**src/rtl/decode_issue_queue.sv**
```systemverilog
// decode_issue_queue: decode-to-issue FIFO that holds issue after a control-flow instruction until it is resolved
module decode_issue_queue #(
  parameter type scoreboard_entry_t = logic [63:0],
  parameter int unsigned Depth = 2
) (
  input  logic                         clk_i,
  input  logic                         rst_i,
  input  logic                         flush_i,
  input  logic                         stall_i,
  input  scoreboard_entry_t            instr_i,
  input  logic [31:0]                  orig_instr_i,
  input  logic                         is_ctrl_flow_i,
  input  logic                         instr_valid_i,
  output logic                         instr_ready_o,
  output scoreboard_entry_t            decoded_instr_o,
  output logic [31:0]                  orig_instr_o,
  output logic                         is_ctrl_flow_o,
  output logic                         decoded_instr_valid_o,
  input  logic                         decoded_instr_ack_i,
  input  logic                         resolve_branch_i,
  output logic [$clog2(Depth+1)-1:0]   occupancy_o,
  output logic                         branch_wait_o
);
  localparam int unsigned PtrW = $clog2(Depth);
  localparam int unsigned CntW = $clog2(Depth + 1);
  localparam logic [0:0] IDLE = 1'b0;
  localparam logic [0:0] WAIT_RESOLVE = 1'b1;
  scoreboard_entry_t instr_q [Depth];
  logic [31:0]       orig_q [Depth];
  logic [Depth-1:0]  ctrl_q;
  logic [PtrW-1:0]   wr_ptr, rd_ptr;
  logic [CntW-1:0]   count;
  logic [0:0]        state;
  logic              push, pop;
  assign instr_ready_o         = count != CntW'(Depth);
  assign decoded_instr_valid_o = (count != '0) && (state == IDLE) && !stall_i;
  assign push                  = instr_valid_i && instr_ready_o && !flush_i;
  assign pop                   = decoded_instr_valid_o && decoded_instr_ack_i;
  assign decoded_instr_o       = instr_q[rd_ptr];
  assign orig_instr_o          = orig_q[rd_ptr];
  assign is_ctrl_flow_o        = ctrl_q[rd_ptr];
  assign occupancy_o           = count;
  assign branch_wait_o         = state == WAIT_RESOLVE;
  // Storage carries no reset; only the pointers and count define what is valid.
  always_ff @(posedge clk_i) begin
    if (push) begin
      instr_q[wr_ptr] <= instr_i;
      orig_q[wr_ptr]  <= orig_instr_i;
      ctrl_q[wr_ptr]  <= is_ctrl_flow_i;
    end
  end
  always_ff @(posedge clk_i or posedge rst_i) begin
    if (rst_i) begin
      wr_ptr <= '0;
      rd_ptr <= '0;
      count  <= '0;
      state  <= IDLE;
    end else if (flush_i) begin
      wr_ptr <= '0;
      rd_ptr <= '0;
      count  <= '0;
      state  <= IDLE;
    end else begin
      wr_ptr <= push ? wr_ptr + PtrW'(1) : wr_ptr;
      rd_ptr <= pop ? rd_ptr + PtrW'(1) : rd_ptr;
      count  <= count + CntW'(push) - CntW'(pop);
      state  <= (state == IDLE) ? ((pop && is_ctrl_flow_o) ? WAIT_RESOLVE : IDLE)
                                : (resolve_branch_i ? IDLE : WAIT_RESOLVE);
    end
  end
endmodule
```
**config.mk**
```make
export PLATFORM = sky130hd
export DESIGN_NAME = decode_issue_queue
export DESIGN_NICKNAME = d
export VERILOG_FILES = /design/src/rtl/decode_issue_queue.sv
export SDC_FILE = /design/constraint.sdc
export NUM_CORES = 1
export LEC_CHECK = 0
export ABC_AREA = 0
export CELL_PAD_IN_SITES_DETAIL_PLACEMENT = 1
export CELL_PAD_IN_SITES_GLOBAL_PLACEMENT = 2
export CORE_MARGIN = 1
export CORE_UTILIZATION = 30
export CTS_CLUSTER_DIAMETER = 120
export CTS_CLUSTER_SIZE = 8
export DETAILED_ROUTE_END_ITERATION = 6
export PLACE_DENSITY_LB_ADDON = 0.1
export SLEW_MARGIN = 30
export SYNTH_ARGS = -nofsm -noshare
export SYNTH_HDL_FRONTEND = slang
export SYNTH_SLANG_ARGS = --single-unit
```
**constraint.sdc**
```tcl
create_clock -name clk_i -period 9.03 [get_ports clk_i]
set_clock_uncertainty 0.15 [all_clocks]
set_input_delay 1.806 -clock clk_i [delete_from_list [all_inputs] [get_ports clk_i]]
set_output_delay 1.806 -clock clk_i [all_outputs]
set_load 0.02 [all_outputs]
```
==> impl_metrics.yaml, run 1 <==
logic_synthesis:
  yosysSeqAreaShare_pct: 81.45
  synth_top_family_by_area: "multiplexers"
  synthAdderAreaFrac_pct: 0.3425
  synth-seq-cells: 199
  ys_warn_count: 0
  ys.flop_type: "edfxtp_1"
  synthXorXnorAreaFrac_pct: 0.1199
  async_flop_share_pct: 2.513
  netlist_instances: 335
  synthSimpleGateAreaFrac_pct: 1.370
  netlist_area_mm2: 0.007306
  synth-compound-area-share_pct: 0.2569
  syn_area_per_cell_um2: 21.81
  synth_mux_area_share_pct: 15.11
  yosysUniqueCellTypes: 19
  syn_nets: 441
  synth_edf_count: 194
floorplan:
  row_count: 56
  ios: 206
  die_w_um: 158.1
  die_h_um: 158.1
  dieArea_mm2: 0.02498
  coreArea_mm2: 0.02368
  start_util_pct: 30.85
worst_setup_path:
  crit_type: "input port to output port"
  start_kind: "input port"
  arrival_ns: 3.09
  rrSetupSlack_ns: 6.47
  crit_fanout: 2
  cp-end-kind: "output port"
  cp.required_ns: 7.07
min_path:
  min_path_type: "register to register"
clock_network:
  hold_buffers: 0
  clockRootBuffer: "clkbuf_16"
  cts_sinks: 199
  cts_tree: "yes"
  htree_levels: 4
  cts_setup_buffers: 0
  clock_path_buffers: 2
  cts_buffers: 17
  cts_resized: 0
  clk_latency_ns: 0.42
  path_clk_slew_ns: 0.07
grt:
  antenna_found_initial: 0
  grt_pass1_wl_um: 23420
  grt_max_degree: 54
  grt_pass1_vias: 4185
  grt_overflow: 0
  grt_util_all_layers_pct: 12.82
route:
  drcViolationCount: 0
  routed_via_density: 4.284
  ant_nets: 0
  avgRoutedWirePerCell_um: 17.75
  dr.first_iter.drc_count: 122
  vias: 3791
  first_pass_iters: 4
  drt-total-wl_um: 15710
timing:
  fmax_mhz: 198.2
  period_minus_slack_ns: 5.045
  maxSlewViolCount: 0
  hold_viol: 0
  setup_tns_ns: 0
  setup_viol: 0
  rsz0062_at_grt: "false"
  finalCritPeriodShare_pct: 55.87
  worst_pin_slew_ns: 0.7543
  slew-limit-headroom_pct: 49.71
place:
  place_hpwl_um: 9973
  numPortBuffers: 205
  place_congestion: 0.6782
final_layout:
  layout_commonest_cell: "clkdlybuf4s50_1"
  finish.utilization_pct: 43.50
  n_antenna_cell: 0
  layout-drive-gt1-share_pct: 24.38
  final_cell_mix: "clkdlybuf4s50_1 (205), edfxtp_1 (194), mux2_2 (98)"
  area_growth_pct: 41.02
  layout.nets: 659
run:
  maxCapViolCount: 0
run_status:
  status: "complete, no violations"
pwr:
  peakVddDrop_v: 0.0001100
  p_leak_nw: 3.386
  p_per_area_mw_per_mm2: 206.0
## power by group
| part | switching [W] | internal [W] | total [W] |
|---|---|---|---|
| sequential | 0.0000186 | 0.00106 | 0.00108 |
| combinational | 0.000146 | 0.000164 | 0.000311 |
| clock | 0.000360 | 0.000369 | 0.000729 |
| total | 0.000525 | 0.00160 | 0.00212 |
## critical path, stage by stage
cell	delay, ns
clkdlybuf4s50_1	0.47
nor3_1	0.19
clkdlybuf4s50_1	0.63
## routing by layer
metal | vias up | share of wire [%] | global-route usage (%)
met5 | - | 0 | 0
met3 | 5 | 6.1 | 4.051
met4 | 0 | 0.80 | 4.121
met1 | 1922 | 42 | 15.56
li1 | 1757 | - | -
met2 | 107 | 51 | 21.61
## path summary, 6_finish.rpt
check | endpoint | from | depth (start not counted)
max reg2reg | branch_wait_o | rd_ptr | 3
min in group asynchronous | wr_ptr | rst_i | 2
min | wr_ptr | wr_ptr | 2
max | decoded_instr_valid_o | stall_i | 3
min reg2reg | wr_ptr | wr_ptr | 2
max in group asynchronous | rd_ptr | rst_i | 2
## Yosys cell counts, drive strengths merged, types with 2 or more instances
cell,number,area share (%)
nor3,2,0.14
dfrtp,5,1.7
nor2b,3,0.26
ha,2,0.34
inv,5,0.26
edfxtp,194,80
nor2,6,0.31
mux2,98,15
buf,11,1.1
## flip-flops by register name, summed over array words and instances, names as in the netlist
name / cells
instr_q: 128
orig_q: 64
ctrl_q: 2
occupancy_o: 2
branch_wait_o: 1
rd_ptr: 1
wr_ptr: 1
## final cells by class
cell class | instances | area (um^2)
clock buffers | 19 | 432.9
clock inverters | 13 | 136.4
fillers | 2325 | 13380
inverters | 5 | 18.77
multi-input cells | 120 | 1271
flip-flops and latches | 199 | 5954
well taps | 319 | 399.1
repair buffers | 210 | 2090
## metrics by stage
| stage | area (um^2) | power [W] | setup WS (ns) | instances | hold slack (ns) |
|---|---|---|---|---|---|
| final | 10300 | 0.002122 | 3.985 | 885 | 0.4850 |
| after global routing | 10300 | 0.002208 | 3.796 | 885 | 0.5224 |
| after CTS | 10300 | 0.002160 | 3.898 | 885 | 0.4775 |
| after detailed placement | 9733 | 0.001420 | 3.987 | 853 | 0.4612 |
| after global placement | 9733 | 0.001414 | 3.970 | 853 | 0.4422 |
| after floorplan | 7306 | 0.001257 | 2.035 | 335 | 0.3743 |
## logic make-up (layout without fill, tap and decap cells)
| kind of cell | Yosys count | after routing |
|---|---|---|
| and+or+nand+nor | 16 | 16 |
| muxes | 98 | 98 |
| AOI/OAI and AO/OA | 3 | 3 |
| DFF | 199 | 199 |
| xor gates and xnor gates | 1 | 1 |
| buffers and inverters | 16 | 247 |
| adders and majority gates | 2 | 2 |
(Power assumes the default switching activity.)
==> run 2, diff against run 1 <==
==> constraint.sdc (replaced) <==
create_clock -name clk_i -period 4.1 [get_ports clk_i]
set_clock_uncertainty 0.15 [all_clocks]
set_input_delay 0.82 -clock clk_i [delete_from_list [all_inputs] [get_ports clk_i]]
set_output_delay 0.82 -clock clk_i [all_outputs]
set_load 0.02 [all_outputs]
==> impl_metrics.yaml, run 2 (synthesis gave the netlist of run 1 again) <==
run_status:
  status: "complete, no violations"
floorplan:
  die_h_um: 158.1
  ios: 206
  dieArea_mm2: 0.02498
  die_w_um: 158.1
  coreArea_mm2: 0.02368
  start_util_pct: 30.85
  row_count: 56
worst_setup_path:
  slowest_delay_ns: 0.74
  rr_endpoint: "orig_q[0][25]"
  cp-end-kind: "output port"
  crit_slowest_cell: "dfrtp_4"
  crit_fanout: 35
  start_kind: "register"
  cp.required_ns: 3.13
  r2r_start: "occupancy_o[1]"
  ff2ff_path_depth: 4
  crit_chain: "buf_12 > mux2_2 > clkdlybuf4s50_1"
  crit_type: "register to output port"
  arrival_ns: 2.44
  rrSetupSlack_ns: 1.82
timing:
  setup_viol: 0
  holdWs_ns: 0.4609
  period_minus_slack_ns: 3.409
  maxSlewViolCount: 0
  finalWorstSetupSlack_ns: 0.6905
  rsz0062_at_grt: "false"
  slew-limit-headroom_pct: 56.04
  fmax_mhz: 293.3
  finalCritPeriodShare_pct: 83.16
  worst_pin_slew_ns: 0.6595
  hold_viol: 0
final_layout:
  fill_cells: 2331
  finish.utilization_pct: 43.73
  largest_reg_flops: 128
  layout_commonest_cell: "clkdlybuf4s50_1"
  n_antenna_cell: 0
  layout-drive-gt1-share_pct: 24.47
  final_cell_mix: "clkdlybuf4s50_1 (205), edfxtp_1 (194), mux2_2 (98)"
  area_growth_pct: 41.75
  regMostFlops: "instr_q"
  largestRegisters: "instr_q x128, orig_q x64"
  layout.nets: 661
route:
  vias: 3820
  ant_nets: 0
  first_pass_iters: 4
  avgRoutedWirePerCell_um: 17.60
  drcViolationCount: 0
  drt-total-wl_um: 15610
  dr.first_iter.drc_count: 116
  routed_via_density: 4.307
grt:
  grt_util_all_layers_pct: 12.97
  busiest_layer: "met2"
  grtUsageMet1_pct: 14.77
  grt_overflow: 0
  grt_util_met2_pct: 21.31
  grt_pass1_wl_um: 23360
  grt_util_met3_pct: 6.159
  grt_max_degree: 53
  grt_pass1_vias: 4075
  antenna_found_initial: 1
clock_network:
  cts_sinks: 199
  path_clk_slew_ns: 0.07
  clockRootBuffer: "clkbuf_16"
  cts_buffers: 17
  clk_latency_ns: 0.43
  cts_resized: 0
  cts_setup_buffers: 0
  hold_buffers: 0
  clock_path_buffers: 2
  htree_levels: 4
  cts_tree: "yes"
min_path:
  min_path_type: "input port to asynchronous set/reset pin"
pwr:
  p_total_w: 0.004708
  p_per_area_mw_per_mm2: 454.6
  peakVddDrop_v: 0.0002288
  p_leak_nw: 3.408
run:
  maxCapViolCount: 0
place:
  dp_slack_ns: 0.9009
  place_hpwl_um: 10180
  place_congestion: 0.6803
  numPortBuffers: 205
## run 2: worst max-delay path by stage
stage | from | endpoint | slack [ns] | depth (start not counted)
after detailed placement | flush_i | instr_q[0][58] | 0.90 | 4
after CTS | rd_ptr | is_ctrl_flow_o | 0.61 | 3
after global placement | flush_i | orig_q[0][26] | 0.96 | 4
after global routing | rd_ptr | orig_instr_o[22] | 0.56 | 3
after floorplan | instr_valid_i | ctrl_q[0] | -0.30 | 3
final | rd_ptr | is_ctrl_flow_o | 0.69 | 3
## run 2: cell type report
type	count	area [um^2]	share of cell area [%]
flip-flops and latches	199	5954	57.50
repair buffers	212	2142	20.68
clock buffers	19	432.9	4.180
well taps	319	399.1	3.854
clock inverters	13	137.6	1.329
inverters	5	18.77	0.1812
multi-input cells	120	1271	12.27
## run 2: stage by stage
| stage | cells | setup TNS (ns) | instance area (um^2) |
|---|---|---|---|
| detailed placement | 855 | 0 | 9786 |
| finish | 887 | 0 | 10360 |
| global placement | 855 | 0 | 9786 |
| floorplan | 335 | -57.24 | 7311 |
| CTS | 887 | 0 | 10360 |
| global route | 887 | 0 | 10360 |
## run 2: critical path: cells and delay by family (launching register included)
kind / cells / cell delay (ns)
buffers and inverters: 2 / 0.86
DFF: 1 / 0.74
muxes: 1 / 0.38
## run 2: report_power, final
group	internal [W]	leakage [nW]	switching (W)
clock	0.000861	0.274	0.000768
combinational	0.000370	1.29	0.000331
sequential	0.00234	1.84	0.0000359
total	0.00357	3.41	0.00113
## run 2: routing by layer
metal	routed length [um]	vias up
li1	-	1766
met1	6275	1918
met2	7768	117
met3	1377	17
met4	176	2
met5	16	-
